## config.mk

```make
export PLATFORM = sky130hd
export DESIGN_NAME = motor_drive_pwm
export DESIGN_NICKNAME = d
export VERILOG_FILES = /design/src/rtl/motor_drive_pwm_pkg.sv /design/src/rtl/motor_drive_pwm_pwm_channel.sv /design/src/rtl/motor_drive_pwm.sv
export SDC_FILE = /design/constraint.sdc
export NUM_CORES = 1
export LEC_CHECK = 0
export ABC_AREA = 1
export BUFFER_PORTS_ARGS = -buffer_cell sky130_fd_sc_hd__buf_2
export CAP_MARGIN = 20
export CORE_MARGIN = 1.5
export CORE_UTILIZATION = 65
export CTS_BUF_LIST = sky130_fd_sc_hd__clkbuf_8 sky130_fd_sc_hd__clkbuf_16
export DETAILED_ROUTE_END_ITERATION = 12
export PLACE_DENSITY_LB_ADDON = 0.08
export SYNTH_ARGS = -nofsm -noshare
export SYNTH_HDL_FRONTEND = slang
export SYNTH_SLANG_ARGS = --single-unit
```

## constraint.sdc

```tcl
create_clock -name clk -period 9.5 [get_ports clk]
set_input_delay 0.475 -clock clk [delete_from_list [all_inputs] [get_ports clk]]
set_output_delay 0.475 -clock clk [all_outputs]
set_load 0.005 [all_outputs]
```

## src/rtl/motor_drive_pwm_pkg.sv

```systemverilog
// Shared definitions for the line-follower drive path: steering codes,
// drive FSM state encodings and default duty/timing levels.
package motor_drive_pwm_pkg;

  // Steering codes {turn[1:0], severity[1:0]}
  localparam logic [3:0] CODE_PROCEED      = 4'b0000;
  localparam logic [3:0] CODE_VEER_LEFT    = 4'b0101;
  localparam logic [3:0] CODE_HARD_LEFT    = 4'b0110;
  localparam logic [3:0] CODE_NINETY_LEFT  = 4'b0111;
  localparam logic [3:0] CODE_VEER_RIGHT   = 4'b1001;
  localparam logic [3:0] CODE_HARD_RIGHT   = 4'b1010;
  localparam logic [3:0] CODE_NINETY_RIGHT = 4'b1011;
  localparam logic [3:0] CODE_STOP         = 4'b1111;

  // Drive FSM states
  localparam logic [2:0] ST_IDLE       = 3'd0;
  localparam logic [2:0] ST_RUN        = 3'd1;
  localparam logic [2:0] ST_PIVOT_RAMP = 3'd2;
  localparam logic [2:0] ST_PIVOT      = 3'd3;
  localparam logic [2:0] ST_HALT       = 3'd4;

  // Default levels (50 MHz clock)
  localparam int DEF_PWM_PERIOD   = 1000;
  localparam int DEF_DUTY_W       = 10;
  localparam int DEF_DUTY_VEER    = 600;
  localparam int DEF_DUTY_HARD    = 250;
  localparam int DEF_RAMP_DIV     = 5000;
  localparam int DEF_RAMP_STEP    = 50;
  localparam int DEF_PIVOT_CYCLES = 25_000_000;

  // True for codes that drive both wheels forward-ish (no stop, no pivot)
  function automatic logic is_drive_code(input logic [3:0] code);
    logic hit;
    case (code)
      CODE_PROCEED, CODE_VEER_LEFT, CODE_HARD_LEFT,
      CODE_VEER_RIGHT, CODE_HARD_RIGHT: hit = 1'b1;
      default:                          hit = 1'b0;
    endcase
    return hit;
  endfunction

  // True for the two 90-degree pivot codes
  function automatic logic is_pivot_code(input logic [3:0] code);
    return (code == CODE_NINETY_LEFT) || (code == CODE_NINETY_RIGHT);
  endfunction

endpackage

```

## src/rtl/motor_drive_pwm_pwm_channel.sv

```systemverilog
// One motor channel: saturating duty ramp toward a target, free-running PWM
// counter, and a comparator whose duty is only reloaded at counter wrap.
module pwm_channel
  import motor_drive_pwm_pkg::*;
#(
  parameter int PWM_PERIOD = DEF_PWM_PERIOD,
  parameter int DUTY_W     = DEF_DUTY_W,
  parameter int RAMP_STEP  = DEF_RAMP_STEP
) (
  input  logic              clk,
  input  logic              rst_n,
  input  logic              tick,
  input  logic              force_off,
  input  logic [DUTY_W-1:0] target,
  output logic              pwm,
  output logic              off
);

  localparam logic [DUTY_W-1:0] PERIOD_C = DUTY_W'(PWM_PERIOD);
  localparam logic [DUTY_W-1:0] LAST_C   = DUTY_W'(PWM_PERIOD - 1);
  localparam logic [DUTY_W-1:0] STEP_C   = DUTY_W'(RAMP_STEP);
  localparam logic [DUTY_W-1:0] ONE_C    = DUTY_W'(1);
  localparam logic [DUTY_W-1:0] ZERO_C   = {DUTY_W{1'b0}};

  logic [DUTY_W-1:0] cnt_r;
  logic [DUTY_W-1:0] duty_r;
  logic [DUTY_W-1:0] act_r;
  logic              pwm_r;
  logic [DUTY_W-1:0] tgt_sat_s;
  logic [DUTY_W-1:0] gap_s;
  logic [DUTY_W-1:0] duty_nxt_s;
  logic              wrap_s;

  assign wrap_s = (cnt_r == LAST_C);

  // Next ramp value: move toward the clamped target by at most one step
  always_comb begin
    tgt_sat_s  = (target > PERIOD_C) ? PERIOD_C : target;
    gap_s      = ZERO_C;
    duty_nxt_s = duty_r;
    if (tgt_sat_s > duty_r) begin
      gap_s      = tgt_sat_s - duty_r;
      duty_nxt_s = duty_r + ((gap_s < STEP_C) ? gap_s : STEP_C);
    end else begin
      gap_s      = duty_r - tgt_sat_s;
      duty_nxt_s = duty_r - ((gap_s < STEP_C) ? gap_s : STEP_C);
    end
  end

  // Free-running PWM period counter
  always_ff @(posedge clk or negedge rst_n) begin
    if (!rst_n) begin
      cnt_r <= ZERO_C;
    end else if (wrap_s) begin
      cnt_r <= ZERO_C;
    end else begin
      cnt_r <= cnt_r + ONE_C;
    end
  end

  // Duty ramp register; forced off bypasses the ramp
  always_ff @(posedge clk or negedge rst_n) begin
    if (!rst_n) begin
      duty_r <= ZERO_C;
    end else if (force_off) begin
      duty_r <= ZERO_C;
    end else if (tick) begin
      duty_r <= duty_nxt_s;
    end else begin
      duty_r <= duty_r;
    end
  end

  // Comparator: active duty reloads at wrap so no runt pulses; force_off is immediate
  always_ff @(posedge clk or negedge rst_n) begin
    if (!rst_n) begin
      act_r <= ZERO_C;
      pwm_r <= 1'b0;
    end else if (force_off) begin
      act_r <= ZERO_C;
      pwm_r <= 1'b0;
    end else begin
      if (wrap_s) begin
        act_r <= duty_r;
      end else begin
        act_r <= act_r;
      end
      pwm_r <= (cnt_r < act_r);
    end
  end

  assign pwm = pwm_r;
  // Fully de-energised: safe point for an H-bridge polarity change
  assign off = (duty_r == ZERO_C) && (act_r == ZERO_C) && !pwm_r;

endmodule

```

## src/rtl/motor_drive_pwm.sv

```systemverilog
// Motor drive stage: decodes the registered steering code into per-wheel duty
// targets, sequences 90-degree pivots, and only flips H-bridge polarity while a
// wheel is fully de-energised.
module motor_drive_pwm
  import motor_drive_pwm_pkg::*;
#(
  parameter int PWM_PERIOD   = DEF_PWM_PERIOD,
  parameter int DUTY_W       = DEF_DUTY_W,
  parameter int DUTY_VEER    = DEF_DUTY_VEER,
  parameter int DUTY_HARD    = DEF_DUTY_HARD,
  parameter int RAMP_DIV     = DEF_RAMP_DIV,
  parameter int RAMP_STEP    = DEF_RAMP_STEP,
  parameter int PIVOT_CYCLES = DEF_PIVOT_CYCLES
) (
  input  logic       clk,
  input  logic       rst_n,
  input  logic       enable,
  input  logic [3:0] DIR,
  input  logic       Direction,
  output logic       l_pwm,
  output logic       r_pwm,
  output logic       l_fwd,
  output logic       r_fwd,
  output logic       busy
);

  localparam int PIV_W = $clog2(PIVOT_CYCLES + 1);
  localparam int DIV_W = $clog2(RAMP_DIV + 1);
  localparam logic [DUTY_W-1:0] FULL_C     = DUTY_W'(PWM_PERIOD);
  localparam logic [DUTY_W-1:0] VEER_C     = DUTY_W'(DUTY_VEER);
  localparam logic [DUTY_W-1:0] HARD_C     = DUTY_W'(DUTY_HARD);
  localparam logic [DUTY_W-1:0] ZERO_C     = {DUTY_W{1'b0}};
  localparam logic [PIV_W-1:0]  PIV_LAST_C = PIV_W'(PIVOT_CYCLES - 1);
  localparam logic [PIV_W-1:0]  PIV_ONE_C  = PIV_W'(1);
  localparam logic [DIV_W-1:0]  DIV_LAST_C = DIV_W'(RAMP_DIV - 1);
  localparam logic [DIV_W-1:0]  DIV_ONE_C  = DIV_W'(1);

  logic [3:0]        dir_r;
  logic              direction_r;
  logic [2:0]        state_r;
  logic              pivot_left_r;
  logic              busy_r;
  logic [PIV_W-1:0]  pivot_cnt_r;
  logic [DIV_W-1:0]  div_cnt_r;
  logic              l_fwd_r;
  logic              r_fwd_r;

  logic [2:0]        state_nxt_s;
  logic              pivot_left_nxt_s;
  logic [DUTY_W-1:0] l_base_s;
  logic [DUTY_W-1:0] r_base_s;
  logic [DUTY_W-1:0] l_tgt_s;
  logic [DUTY_W-1:0] r_tgt_s;
  logic              l_want_s;
  logic              r_want_s;
  logic              force_s;
  logic              tick_s;
  logic              pivot_done_s;
  logic              l_off_s;
  logic              r_off_s;

  assign tick_s       = (div_cnt_r == DIV_LAST_C);
  assign pivot_done_s = (pivot_cnt_r == PIV_LAST_C);

  // Decode and FSM next-state: base duty, desired polarity and forced-off per state
  always_comb begin
    state_nxt_s      = state_r;
    pivot_left_nxt_s = pivot_left_r;
    l_base_s         = ZERO_C;
    r_base_s         = ZERO_C;
    l_want_s         = direction_r;
    r_want_s         = direction_r;
    force_s          = 1'b0;
    if (!enable) begin
      state_nxt_s = ST_IDLE;
      force_s     = 1'b1;
    end else begin
      case (state_r)
        ST_IDLE: begin
          force_s     = 1'b1;
          state_nxt_s = ST_RUN;
        end
        ST_RUN: begin
          case (dir_r)
            CODE_PROCEED:    begin l_base_s = FULL_C; r_base_s = FULL_C; end
            CODE_VEER_LEFT:  begin l_base_s = VEER_C; r_base_s = FULL_C; end
            CODE_HARD_LEFT:  begin l_base_s = HARD_C; r_base_s = FULL_C; end
            CODE_VEER_RIGHT: begin l_base_s = FULL_C; r_base_s = VEER_C; end
            CODE_HARD_RIGHT: begin l_base_s = FULL_C; r_base_s = HARD_C; end
            CODE_NINETY_LEFT: begin
              pivot_left_nxt_s = 1'b1;
              state_nxt_s      = ST_PIVOT_RAMP;
            end
            CODE_NINETY_RIGHT: begin
              pivot_left_nxt_s = 1'b0;
              state_nxt_s      = ST_PIVOT_RAMP;
            end
            default: begin
              force_s     = 1'b1;
              state_nxt_s = ST_HALT;
            end
          endcase
        end
        ST_PIVOT_RAMP: begin
          if (l_off_s && r_off_s) begin
            state_nxt_s = ST_PIVOT;
          end else begin
            state_nxt_s = ST_PIVOT_RAMP;
          end
        end
        ST_PIVOT: begin
          if (pivot_left_r) begin
            l_want_s = ~direction_r;
          end else begin
            r_want_s = ~direction_r;
          end
          if (!pivot_done_s) begin
            l_base_s = FULL_C;
            r_base_s = FULL_C;
          end else if (l_off_s && r_off_s) begin
            state_nxt_s = ST_RUN;
          end else begin
            state_nxt_s = ST_PIVOT;
          end
        end
        ST_HALT: begin
          force_s = 1'b1;
          if (is_drive_code(dir_r) || is_pivot_code(dir_r)) begin
            state_nxt_s = ST_RUN;
          end else begin
            state_nxt_s = ST_HALT;
          end
        end
        default: begin
          force_s     = 1'b1;
          state_nxt_s = ST_IDLE;
        end
      endcase
    end
  end

  // A wheel whose polarity is still wrong ramps to zero first, then follows its base duty
  always_comb begin
    l_tgt_s = (l_fwd_r == l_want_s) ? l_base_s : ZERO_C;
    r_tgt_s = (r_fwd_r == r_want_s) ? r_base_s : ZERO_C;
  end

  // Capture steering code and travel direction once
  always_ff @(posedge clk or negedge rst_n) begin
    if (!rst_n) begin
      dir_r       <= CODE_PROCEED;
      direction_r <= 1'b1;
    end else begin
      dir_r       <= DIR;
      direction_r <= Direction;
    end
  end

  // FSM state, latched pivot side and busy flag
  always_ff @(posedge clk or negedge rst_n) begin
    if (!rst_n) begin
      state_r      <= ST_IDLE;
      pivot_left_r <= 1'b0;
      busy_r       <= 1'b0;
    end else begin
      state_r      <= state_nxt_s;
      pivot_left_r <= pivot_left_nxt_s;
      busy_r       <= (state_nxt_s == ST_PIVOT_RAMP) || (state_nxt_s == ST_PIVOT);
    end
  end

  // Pivot hold timer: counts while pivoting, cleared everywhere else
  always_ff @(posedge clk or negedge rst_n) begin
    if (!rst_n) begin
      pivot_cnt_r <= {PIV_W{1'b0}};
    end else if ((state_r == ST_PIVOT) && enable) begin
      if (!pivot_done_s) begin
        pivot_cnt_r <= pivot_cnt_r + PIV_ONE_C;
      end else begin
        pivot_cnt_r <= pivot_cnt_r;
      end
    end else begin
      pivot_cnt_r <= {PIV_W{1'b0}};
    end
  end

  // Ramp step divider shared by both wheels
  always_ff @(posedge clk or negedge rst_n) begin
    if (!rst_n) begin
      div_cnt_r <= {DIV_W{1'b0}};
    end else if (tick_s) begin
      div_cnt_r <= {DIV_W{1'b0}};
    end else begin
      div_cnt_r <= div_cnt_r + DIV_ONE_C;
    end
  end

  // H-bridge polarity follows the desired value only while that wheel is off
  always_ff @(posedge clk or negedge rst_n) begin
    if (!rst_n) begin
      l_fwd_r <= 1'b1;
      r_fwd_r <= 1'b1;
    end else begin
      l_fwd_r <= l_off_s ? l_want_s : l_fwd_r;
      r_fwd_r <= r_off_s ? r_want_s : r_fwd_r;
    end
  end

  pwm_channel #(
    .PWM_PERIOD(PWM_PERIOD),
    .DUTY_W    (DUTY_W),
    .RAMP_STEP (RAMP_STEP)
  ) u_left (
    .clk      (clk),
    .rst_n    (rst_n),
    .tick     (tick_s),
    .force_off(force_s),
    .target   (l_tgt_s),
    .pwm      (l_pwm),
    .off      (l_off_s)
  );

  pwm_channel #(
    .PWM_PERIOD(PWM_PERIOD),
    .DUTY_W    (DUTY_W),
    .RAMP_STEP (RAMP_STEP)
  ) u_right (
    .clk      (clk),
    .rst_n    (rst_n),
    .tick     (tick_s),
    .force_off(force_s),
    .target   (r_tgt_s),
    .pwm      (r_pwm),
    .off      (r_off_s)
  );

  assign l_fwd = l_fwd_r;
  assign r_fwd = r_fwd_r;
  assign busy  = busy_r;

endmodule
```

## After elaboration in Yosys (flattened, before gate mapping)

Cells that the tools add are included.

| storage, ports and cells | value |
|---|---|
| register bits | 112 |
| output and inout port bits | 5 |
| logic and storage cells | 139 |

| cells by class | value |
|---|---|
| add/sub/neg operators | 12 |
| magnitude comparators | 10 |
| multiplexer cells | 52 |
| bitwise gates (word level) | 1 |
| equal/unequal tests | 19 |
| reductions and logical operators | 28 |

Operators with widths:

| kind | number |
|---|---|
| $mux W10 | 23 |
| $pmux W10 S3 | 2 |
| $sub A10 B10 Y10 | 6 |
| $mux W25 | 2 |
| $logic_not A10 Y1 | 4 |
| $lt A10 B6 Y1 const B | 4 |
| $pmux W10 S2 | 2 |
| $add A25 B1 Y25 const B | 1 |
| $eq A25 B25 Y1 const B | 1 |
| $add A10 B1 Y10 const B | 2 |
| $add A10 B10 Y10 | 2 |
| $eq A10 B10 Y1 const B | 2 |
| $gt A10 B10 Y1 | 2 |
| $gt A10 B10 Y1 const B | 2 |
| $lt A10 B10 Y1 | 2 |
| $pmux W3 S5 | 1 |
| $mux W1 | 14 |
| $add A13 B1 Y13 const B | 1 |
| $eq A13 B13 Y1 const B | 1 |
| $mux W13 | 1 |
| $eq A3 B2 Y1 const B | 4 |
| $eq A4 B3 Y1 const B | 3 |
| $eq A4 B4 Y1 const B | 3 |
| $mux W3 | 3 |
| other kinds (19) | 34 |

## Longest topological paths before layout

Gate-level depths: netlist (run 1).

| logic depth | value |
|---|---|
| depth in word-level cells | 15 |
| mapped depth | 44 |
| gate-level depth less buffers | 43 |

## Hierarchy

A second synthesis (run 1) with hierarchy kept.

| unflattened totals | value |
|---|---|
| cells, all modules | 1336 |
| area total of the unflattened synthesis | 9332.7 sq um |

By module, submodules not included:

| module | area an instance (sq um) | sequential area each (sq um) | cells each | times used |
|---|---|---|---|---|
| pwm_channel at u_left | 3168.0 | 775.7 | 443 | 1 |
| pwm_channel at u_right | 3158.0 | 775.7 | 449 | 1 |
| motor_drive_pwm | 3006.6 | 1255.0 | 444 | 1 |

## Worst setup path after synthesis (run 1)

No wires, ideal clock.

| timing | value |
|---|---|
| path kind | register to register |
| start point | reg state_r[2] |
| end point | reg u_right.duty_r[8] |
| data arrival time | 4.915 ns |
| clock period less this slack | 5.040 ns |
| stages on the path, launching flop included | 38 |
| path slack | 4.460 ns |
| required time | 9.374 ns |
| cell sequence | dfrtp_1 -> nor2_2 -> nand2_1 -> nor2_2 -> inv_2 -> a21oi_1 -> inv_1 -> or2_1 -> nand2_1 -> nor2_2 -> nand2_1 -> inv_1 -> ha_1 -> buf_2 -> nand2_1 -> inv_1 -> a21oi_1 -> nand3_1 -> [... 2 more ...] -> nor2_2 -> nand2_1 -> inv_1 -> nand2_1 -> ha_1 -> or2_2 -> o21ai_1 -> inv_1 -> fa_1 -> o21ai_0 -> a21oi_1 -> or2_2 -> nand2_1 -> nand2_1 -> nand2_1 -> a21oi_1 -> nor2_1 -> o22ai_1 |

| on the way | value |
|---|---|
| word-level cells in the longest chain between the ends | 14 |

RTL lines:

| item | line | RTL |
|---|---|---|
| from (decl) | motor_drive_pwm.sv:40 | `logic [2:0] state_r;` |
| from (signal assigned) | motor_drive_pwm.sv:166 | `state_r <= state_nxt_s;` |
| $eq A3 B2 Y1 | motor_drive_pwm.sv:78 | `case (state_r)` |
| $mux W1 | motor_drive_pwm.sv:78 |  |
| $mux W1 | motor_drive_pwm.sv:74 | `if (!enable) begin` |
| $eq A1 B1 Y1 | motor_drive_pwm.sv:145 | `r_tgt_s = (r_fwd_r == r_want_s) ? r_base_s : ZERO_C;` |
| $mux W10 | motor_drive_pwm.sv:145 |  |
| $gt A10 B10 Y1 | motor_drive_pwm_pwm_channel.sv:38 | `tgt_sat_s = (target > PERIOD_C) ? PERIOD_C : target;` |
| $mux W10 | motor_drive_pwm_pwm_channel.sv:38 |  |
| $sub A10 B10 Y10 (on tied branches) | motor_drive_pwm_pwm_channel.sv:45, motor_drive_pwm_pwm_channel.sv:42 |  |
| $lt A10 B6 Y1 (on tied branches) | motor_drive_pwm_pwm_channel.sv:46, motor_drive_pwm_pwm_channel.sv:43 |  |
| $mux W10 (on tied branches) | motor_drive_pwm_pwm_channel.sv:46, motor_drive_pwm_pwm_channel.sv:43 |  |
| $sub A10 B10 Y10 or $add A10 B10 Y10 (tied branches) | motor_drive_pwm_pwm_channel.sv:46, motor_drive_pwm_pwm_channel.sv:43 |  |
| $mux W10 | motor_drive_pwm_pwm_channel.sv:41 | `if (tgt_sat_s > duty_r) begin` |
| $mux W10 | motor_drive_pwm_pwm_channel.sv:67 | `end else if (tick) begin` |
| $mux W10 | motor_drive_pwm_pwm_channel.sv:65 | `end else if (force_off) begin` |
| to (signal assigned) | motor_drive_pwm_pwm_channel.sv:68 | `duty_r <= duty_nxt_s;` |
| to (signal assigned) | motor_drive_pwm_pwm_channel.sv:70 | `duty_r <= duty_r;` |
| to (decl) | motor_drive_pwm_pwm_channel.sv:26 | `logic [DUTY_W-1:0] duty_r;` |

Parallel ways exist; a longest one is shown, timed or not. The select of a mux whose other input is x is not followed.
A chain may end at the register's enable or synchronous reset.

## Worst setup path in the final report (run 1)

| timing | value |
|---|---|
| start point | reg state_r[2] |
| end point | reg u_left.duty_r[9] |

| on the way | value |
|---|---|
| word-level cells in the longest chain between the ends | 14 |

RTL lines:

| item | line | RTL |
|---|---|---|
| $eq A3 B2 Y1 | motor_drive_pwm.sv:78 |  |
| $mux W1 | motor_drive_pwm.sv:78 |  |
| $mux W1 | motor_drive_pwm.sv:74 |  |
| $eq A1 B1 Y1 | motor_drive_pwm.sv:144 | `l_tgt_s = (l_fwd_r == l_want_s) ? l_base_s : ZERO_C;` |
| $mux W10 | motor_drive_pwm.sv:144 |  |
| $gt A10 B10 Y1 | motor_drive_pwm_pwm_channel.sv:38 |  |
| $mux W10 | motor_drive_pwm_pwm_channel.sv:38 |  |
| $sub A10 B10 Y10 (on tied branches) | motor_drive_pwm_pwm_channel.sv:45, motor_drive_pwm_pwm_channel.sv:42 |  |
| $lt A10 B6 Y1 (on tied branches) | motor_drive_pwm_pwm_channel.sv:46, motor_drive_pwm_pwm_channel.sv:43 |  |
| $mux W10 (on tied branches) | motor_drive_pwm_pwm_channel.sv:46, motor_drive_pwm_pwm_channel.sv:43 |  |
| $sub A10 B10 Y10 or $add A10 B10 Y10 (tied branches) | motor_drive_pwm_pwm_channel.sv:46, motor_drive_pwm_pwm_channel.sv:43 |  |
| $mux W10 | motor_drive_pwm_pwm_channel.sv:41 |  |
| $mux W10 | motor_drive_pwm_pwm_channel.sv:67 |  |
| $mux W10 | motor_drive_pwm_pwm_channel.sv:65 |  |
| to (signal assigned) | motor_drive_pwm_pwm_channel.sv:68 |  |
| to (signal assigned) | motor_drive_pwm_pwm_channel.sv:70 |  |
| to (decl) | motor_drive_pwm_pwm_channel.sv:26 |  |

Parallel ways exist; a longest one is shown, timed or not. The select of a mux whose other input is x is not followed.

==> results of run 1 <==
power by group:
part / leakage [uW] / switching, uW / internal, uW
combinational: 0.00307 / 200 / 111
sequential: 0.00150 / 4.01 / 481
clock: 0.000156 / 184 / 208
cells in the final DEF (no fill, tap or decap), types with 6 or more instances in the layout:
cell type / count
inv_1: 210
o21ai_1: 6
or2_2: 7
o22ai_1: 16
o31ai_1: 7
nor4_1: 15
nand3_1: 72
nor3_1: 31
xnor2_1: 13
ha_1: 76
nand2_1: 257
a21oi_1: 84
dfrtp_1: 109
inv_2: 7
nor2_1: 111
nand4_1: 26
nor2_2: 10
clkbuf_16: 9
o21ai_0: 67
xor2_1: 24
a31oi_1: 8
nand2_2: 6
buf_2: 11
routing by layer:
metal / share of wire [%] / up-vias
met3: 4.6 / 32
met2: 48 / 213
li1: - / 4023
met5: 0 / -
met4: 1.6 / 0
met1: 46 / 3675
flip-flops by register name, summed over array words and instances, names as in the netlist:
signal          cells
pivot_cnt_r        25
div_cnt_r          13
u_left.act_r       10
u_left.cnt_r       10
u_left.duty_r      10
u_right.act_r      10
u_right.cnt_r      10
u_right.duty_r     10
dir_r               4
state_r             3
busy                1
direction_r         1
l_fwd               1
pivot_left_r        1
r_fwd               1
u_left.pwm          1
u_right.pwm         1
area by class of cell:
type,count,area (sq um),share of cell area (%)
Multi-Input combinational cell,882,4990,54.2
Timing Repair Buffer,14,77.6,0.843
Inverter,216,811,8.81
Sequential cell,112,2810,30.5
Tap cell,176,220,2.39
Clock inverter,7,77.6,0.843
Clock buffer,9,225,2.45
worst paths after layout:
path,from,endpoint,slack (ns),cells past startpoint
worst min register to register,pivot_cnt_r[19]$_DFFE_PN0P_,pivot_cnt_r[19]$_DFFE_PN0P_,0.48,1
worst max-delay path,state_r[2]$_DFF_PN0_,u_left.duty_r[9]$_DFFE_PN0P_,2.80,35
worst max register to register,state_r[2]$_DFF_PN0_,u_left.duty_r[9]$_DFFE_PN0P_,2.80,35
worst min-delay path,rst_n,u_left.cnt_r[1]$_DFF_PN0_,0.1,1
min in group clk,Direction,direction_r$_DFF_PN1_,0.21,1
max in group asynchronous,rst_n,u_right.cnt_r[4]$_DFF_PN0_,8.11,2
through the flow:
step / hold slack, ns / instances / setup WS (ns) / util (%)
detailed placement: 0.469 / 1399 / 2.88 / 67.7
finish: 0.0974 / 1416 / 2.80 / 70.1
global route: 0.145 / 1416 / 2.15 / 70.1
global placement: 0.464 / 1399 / 2.99 / 67.7
floorplan: 0.179 / 1224 / 4.46 / -
CTS: 0.110 / 1415 / 2.85 / 70.0
critical path, delay by kind of cell, from the launching register on:
family	cells	cell delay, ns
compound gates	3	0.74
xor+xnor	2	0.38
fa+ha+maj	3	0.67
buf+inv	5	0.56
flops	1	0.42
simple gates	22	3.81
logic make-up after synthesis:
| group | after synthesis | share of synthesized area (%) |
|---|---|---|
| AO/OA/AOI/OAI | 209 | 13.3 |
| XOR/XNOR | 37 | 3.73 |
| adder cells (fa/ha/maj) | 80 | 11.9 |
| buffers and inverters | 230 | 10.2 |
| flip-flops | 112 | 32.3 |
| AND/OR/NAND/NOR | 556 | 28.6 |
==> reports/summary.txt, run 1 <==
status: finished, final reports clean
Power, Total: 1190 uW
ANT cells: 0
Fill cells: 1175
Arrival @ worst endpoint: 6.95 ns
global-route wire length before repair: 35400 um
Slew headroom: 42.5%
CTS hold repair buffers: 0
most common cell in the netlist: nand2_1
Setup Viol. Count Final: 0
clock latency on the worst-skew pair: 0.37 ns
required time worst endpoint: 9.76 ns
grt ovf: 0
met1 track utilization from global routing: 41.0%
met3 GRT Util: 4.54%
Mean Syn Cell Area: 7.09 sq um
Pwr Density: 129 nW/um^2
Synth Flop Type: dfrtp_1
Port Buf Inserts: 12
drt first-iter violations: 695
Worst Tran Pin Value: 0.863 ns
Setup crit end kind: flip-flop
DRC errors left: 0
Routed WL: 20800 um
post-synthesis sequential area ratio: 32.3%
Commonest cells post-synth: nand2_1 (257), inv_1 (208), nor2_1 (111), dfrtp_1 (109), a21oi_1 (84)
clk slew on worst S/H paths: 0.08 ns
nets@finish: 1323
vias in the first global route: 7660
Worst Skew: 0.0125 ns
Worst Setup Start Kind: flip-flop
gpl congestion: 0.929
Synth Instances: 1224
via count: 7943
final hold vios: 0
Area after DPL: 8900 sq um
design area: 9210 sq um
num ports: 13
Placeable Area: 13100 sq um
top-area cell type share of the netlist area: 31.4%
FF+latch count, synth: 112
Pleak: 0.00472 uW
GRT busiest layer: met2
setup tns final: 0 ns
Synth Cell Area: 8680 sq um
Die Span Y: 119 um
area leader, netlist: dfrtp_1
critical path's most frequent cell: nand2_1
HP Class: primary input to async pin
Starting Density: 66.1%
share of layout cells above drive strength 1: 5.73%
final critical-path share of the clock period: 70.5%
cell row count: 42
CTS tree: built
CP max-delay cell: nor4_1
GR met2 Demand/Resource: 52.9%
number of synthesized flops with an enable pin: 0
post-CTS setup buffer count: 0
syn_nets: 1312
synth-to-layout area growth: 6.08%
Final Slew Violations: 0
initial antenna violation count: 0
Antenna Nets Post-Route: 0
Die Area: 14100 sq um
max incr delay on CP: 0.61 ns
Unique masters post-synth: 50
worst-path fanout max: 20
min cycle time layout: 6.70 ns
Max-Cap Viols: 0
gr usage total: 30.9%
CP Class: flip-flop to flip-flop
H-Tree Depth: 3
Num CTS Buffers: 9
CTS Buffer Depth: 2
pin count of the biggest net entering global routing: 69
unrepaired setup endpoints after global routing: false
Root Driver: clkbuf_16
ys async rst share: 100%
DP HPWL: 16100 um
via/cell ratio: 5.61
Die Wd: 119 um
Yosys warnings: 0
Synth area leaders: dfrtp_1 (31%), nand2_1 (11%), ha_1 (11%), inv_1 (9.0%), a21oi_1 (4.8%)
Max Freq: 149 MHz
Peak VDD IR: 0.128 mV
length of the first detailed-routing pass in iterations: 5
DR WL/cell: 14.7 um
TritonCTS Sinks: 112
PostCTS Resize Cnt: 0
Note: power is estimated with default switching activity, not from simulation.
==> inputs of run 2 (changes only) <==
--- a/config.mk
+++ b/config.mk
@@ -5,7 +5,7 @@
 export SDC_FILE = /design/constraint.sdc
 export NUM_CORES = 1
 export LEC_CHECK = 0
-export ABC_AREA = 1
+export ABC_AREA = 0
 export BUFFER_PORTS_ARGS = -buffer_cell sky130_fd_sc_hd__buf_2
 export CAP_MARGIN = 20
 export CORE_MARGIN = 1.5
==> constraint.sdc (replaced) <==
create_clock -name clk -period 6.25 [get_ports clk]
set_input_delay 0.3125 -clock clk [delete_from_list [all_inputs] [get_ports clk]]
set_output_delay 0.3125 -clock clk [all_outputs]
set_load 0.005 [all_outputs]
==> run 2 against run 1 <==
Routed wire length is 2.3% lower. Highest routed layer unchanged. Area after synthesis decreased by 1.0%. Flip-flop and latch count unchanged. Utilization rose by 4.6 points. Maximum frequency up 12%. Largest power group unchanged. First-iteration DRC count shrank 0.86%. Count of clock-buffer cells in the layout rose by 1. Critical endpoint unchanged. Final area rose by 3.6%. Total power grew 56%. Die area down 0.99%. Global-route usage is 1.7 points lower. Final cell count is 12% lower.
==> reports/summary.txt, run 2 <==
status: finished, final reports clean
DRC errors left: 0 (unchanged)
most frequent cells in the layout: nand2_1 (116), dfrtp_1 (108), a21oi_1 (92), nor2_1 (90), inv_1 (73)
clock latency on the worst-skew pair: 0.36 ns (about the same)
post-synthesis xor/xnor area fraction: 8.26% (+4.5 points)
Pwr Density: 195 nW/um^2 (+51%)
Peak VDD IR: 0.129 mV (+1.1%)
CP Class: flip-flop to flip-flop
Worst Skew: 0.0112 ns (-0.00129 ns)
clock share of power: 33.0% (about the same)
Slew headroom: 34.6% (-7.9 points)
design area: 9540 sq um (+3.6%)
post-synthesis mux area share: 0.874% (+0.87 points)
Mean Syn Cell Area: 8.20 sq um (+16%)
Regs by FF count: pivot_cnt_r: 25 flops, div_cnt_r: 13 flops
Max Freq: 167 MHz (+12%)
Area after DPL: 8900 sq um (unchanged)
initial antenna violation count: 0 (unchanged)
Post-Synth Adder-Cell Area: 12.0% (+0.12 points)
Setup Viol. Count Final: 0 (unchanged)
Yosys warnings: 0 (unchanged)
DP Cell Count: 1217 (-13%)
Die Span Y: 118 um (-0.50%)
Synth area leaders: dfrtp_1 (32%), ha_1 (11%), a21oi_1 (5.5%), nand2_1 (5.1%), xor2_1 (4.5%)
number of synthesized flops with an enable pin: 0 (unchanged)
Port Buf Inserts: 12 (unchanged)
Max-Cap Viols: 0 (unchanged)
Final Slew Violations: 0 (unchanged)
cell row count: 41 (-2.4%)
met3 wire length: 964 um (+0.31%)
DR WL/cell: 16.3 um (+11%)
CTS tree: built
wire length on met2: 9520 um (-3.8%)
FF+latch count, synth: 112 (unchanged)
Placeable Area: 12800 sq um (-2.8%)
syn_nets: 1136 (-13%)
Worst Setup Start Kind: flip-flop
Commonest cells post-synth: nand2_1 (117), dfrtp_1 (109), a21oi_1 (95), nor2_1 (94), ha_1 (76)
Flop pwr share: 39.7% (-1.1 points)
Starting Density: 67.2% (+1.2 points)
final critical-path share of the clock period: 95.8% (+25 points)
share of layout cells above drive strength 1: 12.1% (+6.4 points)
Power, Total: 1850 uW (+56%)
Synth Area in Compound Gates: 17.2% (+3.9 points)
post-synthesis sequential area ratio: 32.7% (+0.33 points)
Root Driver: clkbuf_16
Routed WL: 20300 um (-2.3%)
Die Wd: 118 um (-0.50%)
Net Sw Frac: 30.6% (-2.0 points)
Antenna Nets Post-Route: 0 (unchanged)
global-route wire length before repair: 33500 um (-5.4%)
ys async rst share: 100% (unchanged)
unrepaired setup endpoints after global routing: true
gr usage total: 29.2% (-1.7 points)
Die Area: 13900 sq um (-0.99%)
length of the first detailed-routing pass in iterations: 6 (+1)
clk slew on worst S/H paths: 0.08 ns (about the same)
min cycle time layout: 5.99 ns (-0.705 ns)
Pleak: 0.00406 uW (-14%)
Synth Instances: 1048 (-14%)
area leader, netlist: dfrtp_1
largest family of logic cells by synthesized area: simple AND/OR/NAND/NOR gates
DP HPWL: 14500 um (-10%)
cell-internal power: 1290 uW (+61%)
Worst Tran Pin Value: 0.972 ns (+0.109 ns)
Arrival @ worst endpoint: 6.29 ns (-0.66 ns)
HP Class: primary input to flip-flop
final hold vios: 0 (unchanged)
Synth Flop Type: dfrtp_1
top layer in use: met4
required time worst endpoint: 6.55 ns (-3.21 ns)
TritonCTS Sinks: 112 (unchanged)
Post-Synth Simple-Gate Area: 23.9% (-4.6 points)
most common cell in the netlist: nand2_1
via count: 7548 (-5.0%)
Largest register FFs: 25 (unchanged)
Unique masters post-synth: 69 (+38%)
grt ovf: 0 (unchanged)
pin count of the biggest net entering global routing: 76 (+10%)
ANT cells: 0 (unchanged)
hold slack: 0.0371 ns (-0.0603 ns)
nets@finish: 1158 (-12%)
switching pwr: 567 uW (+46%)
drt first-iter violations: 689 (-0.86%)
Setup crit end kind: flip-flop
leading cell type in the layout, fill and taps excluded: nand2_1
CTS Buffer Depth: 2 (unchanged)
worst-path fanout max: 6 (-70%)
logic gate share of total power: 27.3% (+1.1 points)
final cell count without fillers: 1247 (-12%)
register with the most flip-flops: pivot_cnt_r
H-Tree Depth: 3 (unchanged)
synth-to-layout area growth: 11.0%
CP max-delay cell: or3b_4
gpl congestion: 0.969 (+4.3%)
Synth Cell Area: 8590 sq um (-1.0%)
Num CTS Buffers: 9 (unchanged)
vias in the first global route: 7091 (-7.4%)
via/cell ratio: 6.05 (+7.9%)
max incr delay on CP: 0.41 ns (-0.20 ns)
met1 wire length: 9260 um (-3.3%)
num ports: 13 (unchanged)
top-area cell type share of the netlist area: 31.8% (+0.33 points)
-- run 2: area by class of cell --
| class | count | area, sq um |
|---|---|---|
| Multi-Input combinational cell | 823 | 5560 |
| Fill cell | 961 | 3240 |
| Sequential cell | 112 | 2810 |
| Timing Repair Buffer | 51 | 355 |
| Inverter | 73 | 274 |
| Clock buffer | 10 | 239 |
| Tap cell | 172 | 215 |
| Clock inverter | 6 | 82.6 |
-- run 2: repair_timing --
action / 4_1_cts / 5_1_grt
pin swaps: 0 / 19
endpoints found under the hold margin: 34 / 0
hold buffers: 1 / 0
endpoints found under the setup margin: 4 / 10
gates resized for setup: 3 / 44
setup buffers: 0 / 12
cloned: 0 / 0
-- run 2: power groups by stage --
stage	Sequential [uW]	Clock, uW	Combinational (uW)
final	736	613	506
after global routing	737	654	555
after CTS	736	629	435
after detailed placement	750	0	428
after global placement	750	0	423
after floorplan	747	0	325
-- run 2: kinds of logic after synthesis --
kind of cell	after synthesis
mux	7
compound gates	237
simple gates	418
buf+inv	113
flops	112
fa+ha+maj	80
xor+xnor	81
-- run 2: worst max-delay path, delay by kind of cell, from the launching register on --
kind / cells / cell delay, ns
flops: 1 / 0.40
compound gates: 11 / 1.71
fa+ha+maj: 3 / 0.77
buf+inv: 3 / 0.31
simple gates: 12 / 2.70
-- run 2: layer usage --
metal	up-vias	global-route usage [%]
met5	-	0
met4	0	10.3
met3	39	5.28
met2	190	47.5
met1	3603	39.1
li1	3716	-
-- run 2: worst paths after layout --
path | start | endpoint | slack, ns | cells after the start
setup reg to reg | pivot_cnt_r[19]$_DFFE_PN0P_ | u_left.duty_r[9]$_DFFE_PN0P_ | 0.26 | 29
min in group asynchronous | rst_n | pivot_cnt_r[21]$_DFFE_PN0P_ | 0.45 | 2
hold reg to reg | u_right.cnt_r[0]$_DFF_PN0_ | u_right.cnt_r[0]$_DFF_PN0_ | 0.49 | 1
setup / recovery | pivot_cnt_r[19]$_DFFE_PN0P_ | u_left.duty_r[9]$_DFFE_PN0P_ | 0.26 | 29
hold / removal | Direction | direction_r$_DFF_PN1_ | 0.04 | 1
max in group asynchronous | rst_n | u_left.duty_r[0]$_DFFE_PN0P_ | 4.49 | 3
-- run 2: metrics by stage --
| step | utilization, % | setup slack (ns) | setup TNS [ns] |
|---|---|---|---|
| finish | 74.6 | 0.260 | 0 |
| global placement | 69.6 | 0.0527 | 0 |
| detailed placement | 69.6 | -0.0699 | -0.102 |
| CTS | 72.3 | 0.0250 | 0 |
| floorplan | - | 0.0252 | 0 |
| global route | 74.6 | -0.120 | -0.331 |
